File: src/rtl/wb_trace_buffer.sv
// -----------------------------------------------------------------------------
// wb_trace_buffer
// Captures qualifying register-file writes from the core's write-back debug
// port, tags each one with a 16-bit sequence number and queues it in a
// first-word-fall-through FIFO. A valid/ready trace port drains the queue, so a
// slow consumer never stalls the core. Events arriving while the FIFO is full
// are dropped, but they still consume a sequence number, which leaves a visible
// gap in the trace. They are also counted in drop_cnt and flagged by the sticky
// overflow bit.
//
// Ports
//   clk, rst            core clock; asynchronous active-low reset
//   debug_wb_*          write-back debug port (pc, wen, wnum, wdata)
//   trace_en            capture enable
//   clear               synchronous flush of FIFO, sequence and drop state
//   trace_valid/ready   head-entry handshake
//   trace_seq/pc/wen/wnum/wdata  head-entry fields (all zero when empty)
//   count               current occupancy
//   overflow            sticky "at least one entry dropped"
//   drop_cnt            saturating count of dropped entries
// -----------------------------------------------------------------------------
module wb_trace_buffer #(
    parameter int DEPTH     = 16,
    parameter bit FILTER_R0 = 1'b1
) (
    input  logic                       clk,
    input  logic                       rst,
    input  logic [31:0]                debug_wb_pc,
    input  logic [3:0]                 debug_wb_rf_wen,
    input  logic [4:0]                 debug_wb_rf_wnum,
    input  logic [31:0]                debug_wb_rf_wdata,
    input  logic                       trace_en,
    input  logic                       clear,
    output logic                       trace_valid,
    input  logic                       trace_ready,
    output logic [15:0]                trace_seq,
    output logic [31:0]                trace_pc,
    output logic [3:0]                 trace_wen,
    output logic [4:0]                 trace_wnum,
    output logic [31:0]                trace_wdata,
    output logic [$clog2(DEPTH):0]     count,
    output logic                       overflow,
    output logic [15:0]                drop_cnt
);

    localparam int AW = $clog2(DEPTH);
    localparam int PW = AW + 1;
    localparam int EW = 16 + 32 + 4 + 5 + 32;
    localparam logic [PW-1:0] FULL_CNT = PW'(DEPTH);

    // Entry layout: {seq, pc, wen, wnum, wdata}
    logic [EW-1:0] r_mem [DEPTH];

    logic [PW-1:0] r_wr_ptr;
    logic [PW-1:0] r_rd_ptr;
    logic [15:0]   r_seq;
    logic          r_overflow;
    logic [15:0]   r_drop_cnt;

    logic [PW-1:0] w_count;
    logic          w_full;
    logic          w_empty;
    logic          w_evt;
    logic          w_pop;
    logic          w_push;
    logic          w_drop;
    logic [EW-1:0] w_head;

    // The pointers carry one extra wrap bit, so their difference is the
    // occupancy, including the full case (count == DEPTH).
    assign w_count = r_wr_ptr - r_rd_ptr;
    assign w_full  = (w_count == FULL_CNT);
    assign w_empty = (w_count == {PW{1'b0}});

    assign w_evt  = trace_en && (debug_wb_rf_wen != 4'h0) &&
                    !(FILTER_R0 && (debug_wb_rf_wnum == 5'd0));
    assign w_pop  = !w_empty && trace_ready;
    // A pop in the same cycle frees a slot, so a full FIFO still accepts.
    assign w_push = w_evt && (!w_full || w_pop);
    assign w_drop = w_evt && w_full && !w_pop;

    // Entry storage; contents do not need a reset because the head is masked when empty.
    always_ff @(posedge clk) begin
        if (w_push && !clear) begin
            r_mem[r_wr_ptr[AW-1:0]] <= {r_seq, debug_wb_pc, debug_wb_rf_wen,
                                        debug_wb_rf_wnum, debug_wb_rf_wdata};
        end
    end

    // Pointers, sequence counter and drop bookkeeping; clear outranks all traffic.
    always_ff @(posedge clk or negedge rst) begin
        if (!rst) begin
            r_wr_ptr   <= {PW{1'b0}};
            r_rd_ptr   <= {PW{1'b0}};
            r_seq      <= 16'h0000;
            r_overflow <= 1'b0;
            r_drop_cnt <= 16'h0000;
        end else if (clear) begin
            r_wr_ptr   <= {PW{1'b0}};
            r_rd_ptr   <= {PW{1'b0}};
            r_seq      <= 16'h0000;
            r_overflow <= 1'b0;
            r_drop_cnt <= 16'h0000;
        end else begin
            if (w_push) begin
                r_wr_ptr <= r_wr_ptr + PW'(1);
            end
            if (w_pop) begin
                r_rd_ptr <= r_rd_ptr + PW'(1);
            end
            // Every qualifying event consumes a number, stored or dropped.
            if (w_evt) begin
                r_seq <= r_seq + 16'h0001;
            end
            if (w_drop) begin
                r_overflow <= 1'b1;
                if (r_drop_cnt != 16'hFFFF) begin
                    r_drop_cnt <= r_drop_cnt + 16'h0001;
                end
            end
        end
    end

    // Head entry, forced to zero while the FIFO is empty.
    always_comb begin
        w_head = {EW{1'b0}};
        if (!w_empty) begin
            w_head = r_mem[r_rd_ptr[AW-1:0]];
        end else begin
            w_head = {EW{1'b0}};
        end
    end

    assign trace_valid = !w_empty;
    assign trace_seq   = w_head[EW-1 -: 16];
    assign trace_pc    = w_head[72:41];
    assign trace_wen   = w_head[40:37];
    assign trace_wnum  = w_head[36:32];
    assign trace_wdata = w_head[31:0];
    assign count       = w_count;
    assign overflow    = r_overflow;
    assign drop_cnt    = r_drop_cnt;

endmodule
File: config.mk
export PLATFORM = sky130hd
export DESIGN_NAME = wb_trace_buffer
export DESIGN_NICKNAME = d
export VERILOG_FILES = /design/src/rtl/wb_trace_buffer.sv
export SDC_FILE = /design/constraint.sdc
export NUM_CORES = 2
export LEC_CHECK = 0
export BUFFER_PORTS_ARGS = -buffer_cell sky130_fd_sc_hd__buf_4
export CORE_MARGIN = 3
export CORE_UTILIZATION = 60
export DETAILED_ROUTE_END_ITERATION = 10
export HOLD_SLACK_MARGIN = 0.12
export MAX_ROUTING_LAYER = met4
export PLACE_DENSITY = 0.89
export SKIP_CTS_REPAIR_TIMING = 1
export SKIP_LAST_GASP = 1
export SLEW_MARGIN = 0
export SYNTH_ARGS = -nofsm -noshare
export SYNTH_HDL_FRONTEND = slang
export SYNTH_SLANG_ARGS = --single-unit
File: constraint.sdc
create_clock -name clk -period 16.9 [get_ports clk]
set_input_delay 2.535 -clock clk [delete_from_list [all_inputs] [get_ports clk]]
set_output_delay 2.535 -clock clk [all_outputs]
set_load 0.05 [all_outputs]
==> Yosys cells after proc, flatten, opt, wreduce, memory -nomap -nowiden <==
Memory sizes are Yosys's and may differ from the RTL's.
Index checks and enable logic that the tools add are counted.
{ "totals": {"output_inout_bits": 112, "ramBits": 1424, "reg_bits": 43, "memories": 1, "elab_cells": 49} }
{ "classes": {"mux": 14, "reduce_logical": 22, "add_sub_neg": 5, "eq_ne": 2} }
{ "memory_table": {"columns": ["name", "words", "width", "rd", "rd_ports_with_merged_regs", "wr", "line", "text"], "rows": [
  ["r_mem", 16, 89, 1, 0, 1, "52", "logic [EW-1:0] r_mem [DEPTH];"]
]} }
{ "ops": {"columns": ["operator", "n"], "rows": [
  ["$mux 89", 1],
  ["$mux 16", 5],
  ["$add 16x1->16 const B", 2],
  ["$mux 5", 4],
  ["$ne 16x16->1 const B", 1],
  ["$add 5x1->5 const B", 2],
  ["$logic_not 5->1", 2],
  ["$reduce_bool 2->1", 5],
  ["$logic_and 1x1->1", 7],
  ["$eq 5x5->1 const B", 1],
  ["$logic_not 1->1", 5],
  ["$sub 5x5->5", 1],
  ["$mux 1", 4],
  ["$reduce_bool 4->1", 1],
  ["$reduce_and 2->1", 1],
  ["$logic_or 1x1->1", 1]
]} }

==> Logic depth before layout (Yosys ltp) <==
{ "logic_depth": {"depth_word": 9, "ltp_mapped": 12, "depth_no_buf": 9} }

==> Least setup slack after synthesis <==
OpenSTA, ideal clock, no wires.
{ "synth_path": {"path_kind": "input to register", "startpoint": "input port trace_ready", "endpoint": "memory r_mem[9][0] in the netlist's numbering, enable pin", "arrival_ns": 7.229, "path_slack_ns": 9.134, "setup_ns": 0.537, "stages": 6, "path_cell_list": "inv_1 -> and4_1 -> nor2_2 -> buf_2 -> o211ai_2 -> nor2_1"} }
{ "synth_between": {"elab_chain_len": 6} }
{ "synth_rtl": {"columns": ["element", "line", "text"], "rows": [
  ["start: declaration", "35", "input logic trace_ready,"],
  ["$logic_and 1x1->1", "77", "assign w_pop = !w_empty && trace_ready;"],
  ["$logic_or 1x1->1", "79", "assign w_push = w_evt && (!w_full || w_pop);"],
  ["$logic_and 1x1->1", "79", null],
  ["$logic_and 1x1->1", "84", "if (w_push && !clear) begin"],
  ["$mux 1", "84", null],
  ["$mux 1 (not written as such)", "85", "r_mem[r_wr_ptr[AW-1:0]] <= {r_seq, debug_wb_pc, debug_wb_rf_wen,"],
  ["end: declaration", "52", null]
]} }
Every way passes these cells.

==> Worst setup path in the final report <==
{ "layout_path": {"startpoint": "register r_rd_ptr[0]", "endpoint": "output port trace_wnum[1]"} }
{ "layout_between": {"elab_chain_len": 3, "word_cells_on_any_way": 4, "classes_between": "add/sub (1); mux (1); reduce/logical (1); memory (1)"} }
{ "layout_rtl": {"columns": ["element", "line", "text"], "rows": [
  ["start: declaration", "55", "logic [PW-1:0] r_rd_ptr;"],
  ["start signal: assignment", "94", "r_rd_ptr <= {PW{1'b0}};"],
  ["start signal: assignment", "100", "r_rd_ptr <= {PW{1'b0}};"],
  ["start signal: assignment", "109", "r_rd_ptr <= r_rd_ptr + PW'(1);"],
  ["$sub 5x5->5", "71", "assign w_count = r_wr_ptr - r_rd_ptr;"],
  ["$logic_not 5->1", "73", "assign w_empty = (w_count == {PW{1'b0}});"],
  ["$mux 89 *", "127", "if (!w_empty) begin"],
  ["end: declaration", "39", "output logic [4:0] trace_wnum,"]
]} }
Every way passes the cells marked *; elsewhere a longest branch is shown, timed or not.

==> summary.txt <==
Post-synth top flop: edfxtp_1
DRC Markers: 0
Worst Path Arrival: 6.12 ns
Post-Synth XOR/XNOR Area: 0.2779%
Pwr Density: 155.3 nW/um^2
Worst skew pair latency: 0.75 ns
Yosys top cell area share: 75.37%
Hold Violations, Final: 0
Full die area: 98280 sq um
Layout cells sized above 1: 33.90%
CTS Sinks: 1467
Clk_skew: 0.03327 ns
CTS Buf Count: 141
Slew HR: 15.34%
Pint: 6.840 mW
Final non-filler cell total: 4015
Post-synth top cells: edfxtp_1, mux4_2, nor2b_1
Placed cell count: 3756
Most common cell in the netlist: edfxtp_1
RSZ-0062 raised after global routing: no
Post-route design area: 64180 sq um
Peak supply drop: 131.3 uV
CP Data Required Time: 14.37 ns
Maxcap violations: 0
DP HPWL: 70630 microns
Vias per cell: 7.306
Yosys reg bits: 1467
Worst-Margin Slew: 1.270 ns
Routed WL per cell: 38.36 microns
DIE WIDTH: 313.5 microns
Top-Level Pins: 190
Largest family of logic cells by synthesized area: multiplexers
Final setup vio count: 0
Largest net degree at the start of global routing: 90
Fraction of registers with async set/reset: 2.931%
DRT iter0 DRCs: 4687
Synth Warn #: 0
Mapped Area: 56730 sq um
Post-layout minimum cycle time: 8.653 ns
Clk buf depth: 3
Clock-pin slew on the worst setup and hold paths: 0.07 ns
Starting Density: 60.61%
Global route overflow: 0
# H-tree levels: 4
Total Wirelength: 154000 microns
Crit. End Element: output pin
Status: complete, no violations
GPL Wtd Cong: 0.7853
Simple logic cell fraction of the synthesized area: 2.607%
Gate power share: 27.3%
Synth area leader: edfxtp_1
TritonCTS clock tree: yes
CP Class: reg2out
Worst hold path class: reg2reg
Netlist cell types: 51
First-pass GRT wire length: 221700 microns
Clk pwr share: 31.7%
Die Y-Extent: 313.5 microns
Sw frac: 31.39%
CP max FO: 56
Vias post-DR: 29340
Area share of fa/ha/maj cells after synthesis: 0.2779%
Setup tns final: 0 ns
Clock root cell: clkbuf_16
Total power: 9.970 mW
Drt first pass iters: 6
Layout Area Growth over Synthesis: 13.12%
Leak: 20.30 nW
Critical Path Source Type: register
Mapped Nets: 2478
Post-DP Area: 59670 sq um
Register area share after synthesis: 77.27%
Slew Viols, Final: 0
Tot GR Track Use: 32.91%
Area of the core: 93610 sq um
Tcrit/Tclk final: 51.20%
Compound-Gate Fraction of Synth Area: 0.3683%
Initial antenna violation count: 12
Post-Syn Instances: 2388
Post-synth EDFFs: 1424
Site Rows: 112
Fmax: 115.6 MHz
Synth area leaders: edfxtp_1, mux4_2, dfrtp_1
Input/output buffers: 189
Routed Antenna Nets: 0
P_sw: 3.130 mW
Vias in the first global route: 30060
Avg Cell Area, Syn: 23.76 sq um
Nets@finish: 2735
Fraction of synthesized area in multiplexers: 18.08%
Flop pwr share: 41.0%
worst max-delay path, cell delays in order (launching register included):
cell and delay (ns):
dfrtp_4 0.87, buf_4 0.84, buf_4 0.94, buf_4 0.99, mux4_2 0.68, mux4_2 0.54, nor2b_1 0.16, buf_4 0.23
power by group through the flow:
stage               logic (mW)  registers [mW]  clock network [mW]
global route              2.82            4.09                3.30
finish                    2.73            4.09                3.16
global placement          2.59            4.15                   0
detailed placement        2.67            4.16                   0
floorplan                 1.98            4.12                   0
CTS                       2.74            4.09                3.18
through the flow:
step	util, %	setup slack [ns]	hold slack (ns)
after global routing	68.56	7.700	0.5713
final	68.56	8.247	0.5785
after detailed placement	63.74	8.930	0.5453
after CTS	68.53	8.000	0.5626
after floorplan	-	9.134	0.5695
after global placement	63.74	9.067	0.5512
per-layer routing:
metal | routed length [microns] | vias to the layer above | track usage, %
li1 | - | 10670 | -
met2 | 77210 | 2992 | 51.53
met1 | 50980 | 15170 | 42.65
met3 | 18950 | 508 | 7.489
met5 | 0 | - | -
met4 | 6870 | 0 | 13.60
registers in the layout (all words and copies together) (netlist names):
signal and count:
r_wr_ptr 5, r_mem 1424, r_rd_ptr 5, overflow 1, drop_cnt 16, r_seq 16
layout by cell type, fill, tap and decap left out, types with 5 or more instances in the layout:
cell       instances
mux4_2           445
bufinv_16         11
and4_1             5
xnor2_1            9
nor4_1            11
mux2_1             5
nor2_4            16
nor2b_1          105
dfrtp_1           40
clkbuf_16        148
edfxtp_1        1424
clkinv_2          29
diode_2           12
clkbuf_1          28
xor2_1             9
inv_6              6
nor2_1            37
a21oi_1           13
nand4_1           14
ha_1              11
clkinv_1          18
nand2_1           18
mux2_2            14
or3_1              5
buf_4            235
nand3_1           13
inv_1             15
o21ai_0            6
nor3_1             5
layout make-up:
cell class	instances	area, sq um
Fill cell	5070	29430
Timing Repair Buffer	236	1784
Inverter	16	65.06
Sequential cell	1467	43850
Multi-Input combinational cell	783	12400
Clock buffer	178	3836
Clock inverter	69	644.4
Tap cell	1254	1569
Antenna cell	12	30.03
cells by family after synthesis:
group / Yosys count
flops: 1467
mux: 466
simple gates: 256
buf+inv: 138
compound gates: 31
xor+xnor: 18
fa+ha+maj: 12
final timing paths:
check / from / end / slack, ns / depth (start not counted)
worst min-delay path: overflow / overflow / 0.58 / 2
worst min register to register: overflow / overflow / 0.58 / 2
worst max-delay path: r_rd_ptr[0] / trace_wnum[1] / 8.25 / 7
worst max register to register: r_rd_ptr[2] / r_mem[1][80] / 10.40 / 9
max in group asynchronous: rst / r_rd_ptr[3] / 14.63 / 1
min in group asynchronous: rst / drop_cnt[5] / 1.79 / 1
Note: power is estimated with default switching activity, not from simulation.
